[config.mk]
export PLATFORM = sky130hd
export DESIGN_NAME = idelay_eye_scan_ctrl
export DESIGN_NICKNAME = d
export VERILOG_FILES = /design/src/rtl/idelay_eye_scan_ctrl.sv
export SDC_FILE = /design/constraint.sdc
export NUM_CORES = 1
export LEC_CHECK = 0
export ABC_AREA = 0
export CAP_MARGIN = 20
export CORE_MARGIN = 2
export CORE_UTILIZATION = 50
export DETAILED_ROUTE_END_ITERATION = 8
export GPL_ROUTABILITY_DRIVEN = 0
export GPL_TIMING_DRIVEN = 0
export PLACE_DENSITY = 0.8
export RECOVER_POWER = 100
export SLEW_MARGIN = 40
export SYNTH_ARGS = -nofsm -noshare
export SYNTH_HDL_FRONTEND = slang
export SYNTH_SLANG_ARGS = --single-unit
[constraint.sdc]
create_clock -name clk_i -period 2.7 [get_ports clk_i]
set_clock_uncertainty 0.05 [all_clocks]
set_input_delay 0.27 -clock clk_i [delete_from_list [all_inputs] [get_ports clk_i]]
set_output_delay 0.27 -clock clk_i [all_outputs]
set_load 0.03 [all_outputs]
[src/rtl/idelay_eye_scan_ctrl.sv]
// IDELAY eye scan: sweeps every tap on one ADC line, measures the widest
// window that returns the training pattern and loads the tap at its centre.
module idelay_eye_scan_ctrl #(
    parameter int                        DATA_WIDTH_ADC = 12,
    parameter int                        TAP_WIDTH      = 5,
    parameter logic [DATA_WIDTH_ADC-1:0] TRAIN_PATTERN  = 'h9C3,
    parameter int                        SETTLE_CYCLES  = 16,
    parameter int                        CHECK_SAMPLES  = 64,
    parameter int                        MIN_EYE        = 4
) (
    input  logic                      clk_i,
    input  logic                      rst_n_i,
    input  logic                      en_calib_i,
    input  logic [7:0]                line_sel_i,
    input  logic [DATA_WIDTH_ADC-1:0] data_i,
    output logic                      idelay_ld_o,
    output logic [TAP_WIDTH-1:0]      idelay_tap_o,
    output logic [7:0]                idelay_line_o,
    output logic                      calibration_done_o,
    output logic                      calibration_not_done_o,
    output logic [TAP_WIDTH-1:0]      eye_start_o,
    output logic [TAP_WIDTH:0]        eye_width_o
);

    localparam int CNT_MAX = (SETTLE_CYCLES > CHECK_SAMPLES) ? SETTLE_CYCLES : CHECK_SAMPLES;
    localparam int CNT_W   = $clog2(CNT_MAX) + 1;
    localparam logic [TAP_WIDTH-1:0] TAP_LAST = '1;

    typedef enum logic [2:0] {
        IDLE, SET_TAP, SETTLE, CHECK, EVAL, CENTER, DONE, FAIL
    } state_t;

    state_t               state_q, state_d;
    logic                 en_q;
    logic                 start;
    logic                 busy;
    logic [TAP_WIDTH-1:0] tap_q;
    logic [TAP_WIDTH-1:0] tap_hold_q;
    logic [CNT_W-1:0]     cnt_q;
    logic                 fail_q;
    logic [TAP_WIDTH-1:0] cur_start_q, best_start_q, open_start;
    logic [TAP_WIDTH:0]   cur_len_q, best_len_q, open_len;
    logic [TAP_WIDTH-1:0] center_tap;
    logic                 settle_last, check_last, tap_last, eye_ok;

    assign start       = en_calib_i & ~en_q;
    assign busy        = (state_q == SET_TAP) || (state_q == SETTLE) || (state_q == CHECK) ||
                         (state_q == EVAL) || (state_q == CENTER);
    assign settle_last = (cnt_q == CNT_W'(SETTLE_CYCLES - 1));
    assign check_last  = (cnt_q == CNT_W'(CHECK_SAMPLES - 1));
    assign tap_last    = (tap_q == TAP_LAST);
    assign eye_ok      = (best_len_q >= (TAP_WIDTH+1)'(MIN_EYE));
    // start + len/2 never exceeds the top tap, so dropping the carry bit is safe
    assign center_tap  = TAP_WIDTH'({1'b0, best_start_q} + (best_len_q >> 1));

    // The window that would be open after counting the current tap as a pass
    assign open_start  = (cur_len_q == '0) ? tap_q : cur_start_q;
    assign open_len    = cur_len_q + 1'b1;

    always_ff @(posedge clk_i or negedge rst_n_i) begin
        if (!rst_n_i) state_q <= IDLE;
        else          state_q <= state_d;
    end

    always_comb begin
        state_d      = state_q;
        idelay_ld_o  = 1'b0;
        idelay_tap_o = tap_hold_q;
        case (state_q)
            IDLE:    if (start) state_d = SET_TAP;
            SET_TAP: begin
                idelay_ld_o  = 1'b1;
                idelay_tap_o = tap_q;
                state_d      = SETTLE;
            end
            SETTLE:  if (settle_last) state_d = CHECK;
            CHECK:   if (check_last) state_d = EVAL;
            EVAL:    state_d = tap_last ? CENTER : SET_TAP;
            CENTER: begin
                idelay_ld_o  = 1'b1;
                idelay_tap_o = eye_ok ? center_tap : '0;
                state_d      = eye_ok ? DONE : FAIL;
            end
            DONE, FAIL: if (!en_calib_i) state_d = IDLE;
            default: state_d = IDLE;
        endcase
        // Abort: drop straight to IDLE and leave the primitive on its last tap
        if (busy && !en_calib_i) begin
            state_d      = IDLE;
            idelay_ld_o  = 1'b0;
            idelay_tap_o = tap_hold_q;
        end
    end

    always_ff @(posedge clk_i or negedge rst_n_i) begin
        if (!rst_n_i) begin
            en_q                   <= 1'b0;
            tap_q                  <= '0;
            tap_hold_q             <= '0;
            cnt_q                  <= '0;
            fail_q                 <= 1'b0;
            cur_start_q            <= '0;
            cur_len_q              <= '0;
            best_start_q           <= '0;
            best_len_q             <= '0;
            idelay_line_o          <= '0;
            calibration_done_o     <= 1'b0;
            calibration_not_done_o <= 1'b0;
            eye_start_o            <= '0;
            eye_width_o            <= '0;
        end else begin
            en_q <= en_calib_i;
            if (idelay_ld_o) tap_hold_q <= idelay_tap_o;
            case (state_q)
                IDLE: if (start) begin
                    idelay_line_o          <= line_sel_i;
                    calibration_done_o     <= 1'b0;
                    calibration_not_done_o <= 1'b0;
                    eye_start_o            <= '0;
                    eye_width_o            <= '0;
                    tap_q                  <= '0;
                    cnt_q                  <= '0;
                    fail_q                 <= 1'b0;
                    cur_start_q            <= '0;
                    cur_len_q              <= '0;
                    best_start_q           <= '0;
                    best_len_q             <= '0;
                end
                SET_TAP: begin
                    cnt_q  <= '0;
                    fail_q <= 1'b0;
                end
                SETTLE: cnt_q <= settle_last ? '0 : cnt_q + 1'b1;
                CHECK: begin
                    cnt_q <= cnt_q + 1'b1;
                    // Keep sampling after a miss so every tap costs the same time
                    if (data_i != TRAIN_PATTERN) fail_q <= 1'b1;
                end
                EVAL: if (en_calib_i) begin
                    if (!fail_q) begin
                        cur_start_q <= open_start;
                        cur_len_q   <= open_len;
                        if (tap_last && (open_len > best_len_q)) begin
                            best_start_q <= open_start;
                            best_len_q   <= open_len;
                        end
                    end else begin
                        if (cur_len_q > best_len_q) begin
                            best_start_q <= cur_start_q;
                            best_len_q   <= cur_len_q;
                        end
                        cur_len_q <= '0;
                    end
                    if (!tap_last) tap_q <= tap_q + 1'b1;
                end
                CENTER: if (en_calib_i) begin
                    eye_start_o            <= best_start_q;
                    eye_width_o            <= best_len_q;
                    calibration_done_o     <= eye_ok;
                    calibration_not_done_o <= ~eye_ok;
                end
                default: ;
            endcase
        end
    end

endmodule

==> impl_metrics.csv, run 1 <==
group,metric,value,unit
status,status,"finished with violations",
status,violations,"max-capacitance violations, max-slew violations",
yosys,synth_ff_type,"dfrtp_1",
route,drc,0,
timing,fmax,378,MHz
yosys,synthDominantCellAreaShare,44.2,%
grt,grt_usage,21.5,%
route,drt_wl_total,8360,µm
route,wl_per_cell,15.1,µm
timing,maxSlewViolCount,31,
grt,grt_pass1_vias,3093,
timing,hold_viol_final,0,
final_layout,design_area,0.00465,mm²
floorplanning,io_pins,50,
placed_design,hpwl,6020,µm
pwr,seqPwrFrac,42.8,%
worst_setup_path,arrival,2.83,ns
timing,relSlewSlack,-15.8,%
grt,grt_max_degree,36,
final_layout,drive_gt1_share,15.2,%
yosys,synthSimpleGateAreaFrac,17.3,%
floorplanning,core_area,0.00718,mm²
worst_setup_path,crit_fanout,8,
min_path,hp-class,"flop to flop",
final_layout,n_antenna_cell,0,
pwr,comb_power_share,24.2,%
timing,fin_crit,2.65,ns
yosys,syn_avg_cell_area,9.63,µm²
clock_tree,path_clk_slew,0.07,ns
floorplanning,floorplan.initialDensity,51.3,%
grt,overflow,0,
yosys,syn_inst,382,
pwr,swShare,32.0,%
floorplanning,die_area,0.00806,mm²
timing,fin_crit_sh,98.0,%
clock_tree,cts_buffers,9,
clock_tree,clk_latency,0.35,ns
pwr,pwr-share-clk,33.0,%
placed_design,post-place-ws,-0.259,ns
timing,max_slew.worst_pin.slew,1.74,ns
yosys,synth_top_family_by_area,"simple AND/OR/NAND/NOR gates",
worst_setup_path,setup.worst_path.class,"flop to flop",
yosys,synth_fa_ha_area_share,8.03,%
clock_tree,cts_tree,"built",
yosys,synth_area_leaders,"dfrtp_1 44%, ha_1 7.5%, nand2_1 5.4%",
route,num_vias,3026,
route,postRouteAntennaNets,0,
worst_setup_path,crit_path_start_kind,"flop",
yosys,seq_area_frac_synth,44.2,%
route,drt-initial-drc-count,179,
yosys,yosysTopAreaCell,"dfrtp_1",
final_layout,synthToLayoutAreaGrowth,26.5,%
job,cap_violations,1,
yosys,synth_mux_area_share,7.35,%
yosys,ys_seq_elements,65,
final_layout,final_nets,496,
route,viasPerCell,5.46,
yosys,synth_edf_count,0,
pwr,p_leak,2.17,nW
floorplanning,placementRows,31,
yosys,synth_common_cells,"65 x dfrtp_1, 53 x nand2_1, 36 x o21ai_0",
placed_design,placed_area,0.00431,mm²
timing,setup_viol,0,
clock_tree,root_buffer,"clkbuf_8",
grt,antenna_found_initial,0,
timing,holdWs,0.421,ns
yosys,yosysMostFrequentCell,"dfrtp_1",
pwr,intPower,1.76,mW
pwr,power_switching,827,µW
placed_design,port_buffers,49,
worst_setup_path,cp_slowest_cell,"dfrtp_2",
worst_setup_path,path_cells,"ha_4, nand3_4, xnor2_2, ha_1, a21o_1, a21oi_1, a211oi_2, o32ai_2, buf_6, mux2_1",
timing,rsz0062_at_grt,"yes",
clock_tree,cts_buffer_depth,2,
yosys,netlist_area,0.00368,mm²
yosys,synth_compound_area_share,16.5,%
yosys,synthesis.nets,428,
clock_tree,clkSinkCount,65,
pwr,peakVddDrop,406,µV
worst_setup_path,crit_required,2.89,ns
floorplanning,die_w,89.8,µm
yosys,synth_xor_area_share,2.86,%
grt,grt_pass1_wl,14200,µm
timing,fin_ws,0.0534,ns
yosys,yosysWarnings,0,
yosys,synth-async-reset-ratio,100,%
clock_tree,htree_levels,3,
pwr,cellPowerDensity,555,mW/mm²
worst_setup_path,crit_path_max_incr_delay,0.46,ns
floorplanning,die_h,89.8,µm
worst_setup_path,endpoint_kind,"flop",
yosys,synth_cell_types,53,
worst_setup_path,critPathBufInv,1,
worst_setup_path,crit_family,"compound AO/OA/AOI/OAI gates",
route,dr.pass1.iters,4,
## worst register-to-register path: stages, from the launching register on
cell      delay, ns
dfrtp_2        0.46
ha_4           0.20
nand3_4        0.11
xnor2_2        0.15
ha_1           0.31
a21o_1         0.19
a21oi_1        0.20
a211oi_2       0.11
o32ai_2        0.21
buf_6          0.20
mux2_1         0.33
## layer usage
layer,up-vias,global-route usage [%],share of wire (%)
li1,1499,-,-
met5,-,0,0
met3,22,4.19,4.2
met2,71,36.4,50
met4,0,10.4,2.6
met1,1434,26.6,44
## area by class of cell
cell class / instances / area, µm²
Clock buffer: 10 / 138
Inverter: 13 / 48.8
Fill cell: 588 / 2520
Timing Repair Buffer: 57 / 539
Buffer: 18 / 92.6
Clock inverter: 6 / 66.3
Tap cell: 99 / 124
Sequential cell: 65 / 1630
Multi-Input combinational cell: 286 / 2010
## cell families after synthesis
| kind of cell | count (synthesis) |
|---|---|
| and+or+nand+nor | 134 |
| muxes | 25 |
| AOI/OAI and AO/OA | 92 |
| DFF | 65 |
| buffers and inverters | 31 |
| adders and majority gates | 23 |
| xor gates and xnor gates | 12 |
## stage by stage
step / cells / util, % / TNS, ns / power (mW)
2_1_floorplan: 382 / - / 0 / 1.51
3_3_place_gp: 530 / 59.8 / -54.50 / 1.75
3_5_place_dp: 531 / 60.1 / -1.95 / 1.77
4_1_cts: 551 / 63.9 / 0 / 2.60
5_1_grt: 554 / 64.8 / -0.0738 / 2.70
6_report: 554 / 64.8 / 0 / 2.58
## cell usage in the layout, fill, tap and decap left out, types with 9 or more instances in the layout
cell type        count
a21o_1              10
a21oi_1             15
clkbuf_1            12
clkbuf_8            11
clkdlybuf4s50_1     28
dfrtp_1             62
dlygate4sd3_1       16
ha_1                21
inv_1               12
mux2_2              10
mux2i_1              9
nand2_1             53
nor2_1              26
o21ai_0             36
## sequential cells by signal, summed over array words and instances, names as in the netlist, 6 cells and up
register       flops
idelay_line_o      8
cnt_q              7
eye_width_o        6
cur_len_q          6
best_len_q         6
## power groups by stage
stage               clock network [mW]  registers, mW  logic (mW)
finish                           0.853           1.10       0.625
global route                     0.914           1.11       0.677
CTS                              0.865           1.10       0.633
detailed placement                   0           1.12       0.646
global placement                     0           1.12       0.630
floorplan                            0           1.19       0.321
## final timing paths
check	start	to	slack [ns]	cells past startpoint
max	cur_len_q[1]	best_len_q[1]	0.05	10
min	eye_width_o[5]	eye_width_o[5]	0.42	2
max reg2reg	cur_len_q[1]	best_len_q[1]	0.05	10
min reg2reg	eye_width_o[5]	eye_width_o[5]	0.42	2
max in group asynchronous	rst_n_i	cur_len_q[1]	0.62	2
min in group asynchronous	rst_n_i	best_start_q[1]	0.86	2
## timing repair
action / 4_1_cts / 5_1_grt
setup buffers: 3 / 3
hold buffers: 1 / 0
gates resized for setup: 20 / 24
pin swaps: 1 / 2
hold endpoints to repair: 30 / 0
endpoints found under the setup margin: 16 / 16
(Power assumes the default switching activity.)
==> inputs of run 2 (changes only) <==
--- a/config.mk
+++ b/config.mk
@@ -14,7 +14,7 @@
 export GPL_TIMING_DRIVEN = 0
 export PLACE_DENSITY = 0.8
 export RECOVER_POWER = 100
-export SLEW_MARGIN = 40
+export SLEW_MARGIN = 20
 export SYNTH_ARGS = -nofsm -noshare
 export SYNTH_HDL_FRONTEND = slang
 export SYNTH_SLANG_ARGS = --single-unit
==> results of run 2 <==
No change in the layout: final DEF, timing and power equal those of run 1.
==> inputs of run 3 (changes only) <==
--- a/config.mk
+++ b/config.mk
@@ -5,14 +5,14 @@
 export SDC_FILE = /design/constraint.sdc
 export NUM_CORES = 1
 export LEC_CHECK = 0
-export ABC_AREA = 0
+export ABC_AREA = 1
 export CAP_MARGIN = 20
 export CORE_MARGIN = 2
 export CORE_UTILIZATION = 50
 export DETAILED_ROUTE_END_ITERATION = 8
 export GPL_ROUTABILITY_DRIVEN = 0
 export GPL_TIMING_DRIVEN = 0
-export PLACE_DENSITY = 0.8
+export PLACE_DENSITY = 0.79
 export RECOVER_POWER = 100
 export SLEW_MARGIN = 20
 export SYNTH_ARGS = -nofsm -noshare
==> constraint.sdc (replaced) <==
create_clock -name clk_i -period 2.7 [get_ports clk_i]
set_clock_uncertainty 0.05 [all_clocks]
set_input_delay 0.27 -clock clk_i [delete_from_list [all_inputs] [get_ports clk_i]]
set_output_delay 0.27 -clock clk_i [all_outputs]
set_load 0.005 [all_outputs]
==> run 3 against run 2 <==
The flow now finishes without violations. Sequential power rose by 27%. Area after synthesis increased by 5.6%. Power grew 49%. Synthesized cell count grew 31%. Sequential cell count unchanged. Worst setup slack better by 0.085 ns. Final area up 2.5%. Combinational power rose to 2.6 times the previous value. Global-route usage rose by 1.9 points. Sequential share of layout area shrank 0.76 points. Critical path depth fell by 4. Largest cell class unchanged.
==> impl_metrics.csv, run 3 <==
group,metric,value,unit
status,status,"finished clean",
grt,antenna_found_initial,0,
route,wl_per_cell,13.6,µm
clock_tree,clkSinkCount,65,
yosys,synthesis.nets,548,
placed_design,port_buffers,49,
floorplanning,floorplan.initialDensity,51.1,%
worst_setup_path,timing.rr.start,"state_q[1]",
clock_tree,path_clk_slew,0.07,ns
timing,relSlewSlack,32.3,%
worst_setup_path,crit_fanout,3,
worst_setup_path,setup.worst_path.class,"flop to output pin",
clock_tree,clk_latency,0.34,ns
floorplanning,core_area,0.00761,mm²
floorplanning,placementRows,32,
timing,hold_viol_final,0,
clock_tree,cts_tree,"built",
job,cap_violations,0,
worst_setup_path,cp_slowest_cell,"clkdlybuf4s50_1",
clock_tree,cts_buffer_depth,2,
yosys,synth_mux_area_share,0,%
yosys,synth_edf_count,0,
yosys,synth-async-reset-ratio,100,%
timing,rsz0062_at_grt,"no",
timing,holdWs,0.415,ns
final_layout,postLayoutCoreUtil,62.7,%
final_layout,reg.largest.list,"idelay_line_o: 8 flops, cnt_q: 7 flops",
final_layout,drive_gt1_share,10.6,%
worst_setup_path,worst-r2r-setup-slack,0.27,ns
final_layout,synthToLayoutAreaGrowth,22.8,%
pwr,p_leak,2.35,nW
route,drt_wl_total,9200,µm
yosys,synth_common_cells,"138 x nand2_1, 65 x dfrtp_1, 62 x inv_1",
yosys,synth_fa_ha_area_share,7.60,%
worst_setup_path,critPathBufInv,1,
clock_tree,htree_levels,3,
yosys,yosysWarnings,0,
final_layout,final_nets,617,
worst_setup_path,reg2reg_to,"eye_start_o[0]",
yosys,ys_seq_elements,65,
floorplanning,io_pins,50,
final_layout,largest_reg_flops,8,
min_path,hp-class,"input pin to flop",
worst_setup_path,crit_path_max_incr_delay,0.45,ns
yosys,syn_inst,502,
min_path,min_to,"idelay_line_o[5]",
route,postRouteAntennaNets,0,
floorplanning,die_w,92.1,µm
worst_setup_path,crit_path_start_kind,"flop",
worst_setup_path,crit_required,2.38,ns
floorplanning,die_h,92.1,µm
timing,maxSlewViolCount,0,
timing,fmax,390,MHz
yosys,netlist_area,0.00388,mm²
worst_setup_path,arrival,2.24,ns
final_layout,top_register,"idelay_line_o",
yosys,synthSimpleGateAreaFrac,29.3,%
grt,grt_pass1_wl,15900,µm
route,dr.pass1.iters,4,
grt,grt_max_degree,50,
clock_tree,root_buffer,"clkbuf_8",
pwr,peakVddDrop,460,µV
yosys,synth_top_family_by_area,"simple AND/OR/NAND/NOR gates",
yosys,synth_xor_area_share,1.35,%
worst_setup_path,endpoint_kind,"output pin",
yosys,synth_ff_type,"dfrtp_1",
route,drc,0,
yosys,synth_cell_types,34,
timing,fin_crit,2.56,ns
yosys,synth_compound_area_share,11.1,%
floorplanning,die_area,0.00849,mm²
yosys,synth_area_leaders,"dfrtp_1 42%, nand2_1 13%, ha_1 7.1%",
final_layout,n_antenna_cell,0,
yosys,syn_avg_cell_area,7.74,µm²
route,drt-initial-drc-count,112,
placed_design,hpwl,6830,µm
yosys,seq_area_frac_synth,41.9,%
route,num_vias,3595,
grt,grt_usage,23.4,%
grt,overflow,0,
yosys,synthDominantCellAreaShare,41.9,%
timing,max_slew.worst_pin.slew,1.02,ns
yosys,yosysMostFrequentCell,"nand2_1",
final_layout,layout_common_cells,"139 x nand2_1, 62 x inv_1, 58 x dfrtp_1",
pwr,cellPowerDensity,808,mW/mm²
final_layout,final_common_cell,"nand2_1",
worst_setup_path,r2r_cells,8,
timing,setup_viol,0,
route,viasPerCell,5.30,
worst_setup_path,crit_family,"adder cells",
worst_setup_path,path_cells,"ha_2, fa_2, or2_2, nand3_1, a2bb2oi_1, clkdlybuf4s50_1",
min_path,holdPathStages,3,
min_path,min-delay-start,"line_sel_i[5]",
yosys,yosysTopAreaCell,"dfrtp_1",
clock_tree,cts_buffers,9,
timing,fin_crit_sh,94.9,%
grt,grt_pass1_vias,3499,
[run 3: changes by cell type in the layout (fill, tap and decap cells not counted), moves of 7 or more]
| cell | delta |
|---|---|
| nand3_1 | +43 |
| mux2i_1 | -9 |
| a21oi_1 | +12 |
| nand2_1 | +86 |
| inv_1 | +50 |
| a21o_1 | -10 |
| clkbuf_1 | -7 |
| dlygate4sd3_1 | +8 |
| nand4_1 | +14 |
| mux2_2 | -10 |
[run 3: what timing repair did]
item | in CTS | in global routing
gates resized for setup | 2 | 16
setup buffers | 1 | 7
hold endpoints to repair | 16 | 0
hold buffers | 1 | 0
cloned | 0 | 0
setup endpoints to repair | 1 | 16
pin swaps | 0 | 3
[run 3: routing by layer]
metal	vias to the layer above	global-route usage, %	part of all wire [%]
li1	1773	-	-
met1	1687	29.1	43
met2	120	40.0	50
met3	15	6.33	6.0
met4	0	6.97	1.5
met5	-	0	0
[run 3: area by class of cell]
class	instances	area, µm²
Fill cell	696	2840
Multi-Input combinational cell	356	1900
Sequential cell	65	1640
Timing Repair Buffer	59	568
Inverter	70	268
Clock buffer	10	138
Tap cell	102	128
Clock inverter	6	66.3
Buffer	10	62.6
[run 3: cell families after synthesis]
family	count (synthesis)
and+or+nand+nor	252
buffers and inverters	81
AOI/OAI and AO/OA	75
DFF	65
adders and majority gates	23
xor gates and xnor gates	6
[run 3: how the worst max path moves through the flow]
stage	startpoint	endpoint	slack [ns]	cells after the start
floorplan	cur_len_q[2]	best_start_q[1]	0.54	17
global placement	rst_n_i	eye_width_o[2]	-0.79	1
detailed placement	best_len_q[1]	idelay_tap_o[4]	0.10	10
CTS	best_start_q[0]	idelay_tap_o[2]	0.04	6
global route	state_q[0]	idelay_tap_o[2]	0.01	9
finish	best_start_q[0]	idelay_tap_o[2]	0.14	6
[run 3: tightest hold or removal path, delay by kind of cell]
| kind | cells | cell delay [ns] |
|---|---|---|
| buffers and inverters | 1 | 0.39 |
| AND/OR/NAND/NOR | 2 | 0.11 |
[run 3: power by group]
group / switching (mW) / total (mW) / internal [mW]
Combinational: 0.925 / 1.60 / 0.676
Clock: 0.397 / 0.851 / 0.455
Sequential: 0.176 / 1.40 / 1.22
Total: 1.50 / 3.85 / 2.35
[run 3: through the flow]
stage	instance area, µm²	setup TNS (ns)	power, mW	worst slack, ns	cells
5_1_grt	4770	0	4.17	0.0107	678
3_5_place_dp	4530	0	3.05	0.100	654
6_report	4770	0	3.85	0.139	678
2_1_floorplan	3880	0	2.41	0.542	502
3_3_place_gp	4500	-50.74	3.00	-0.786	653
4_1_cts	4750	0	3.91	0.0398	672
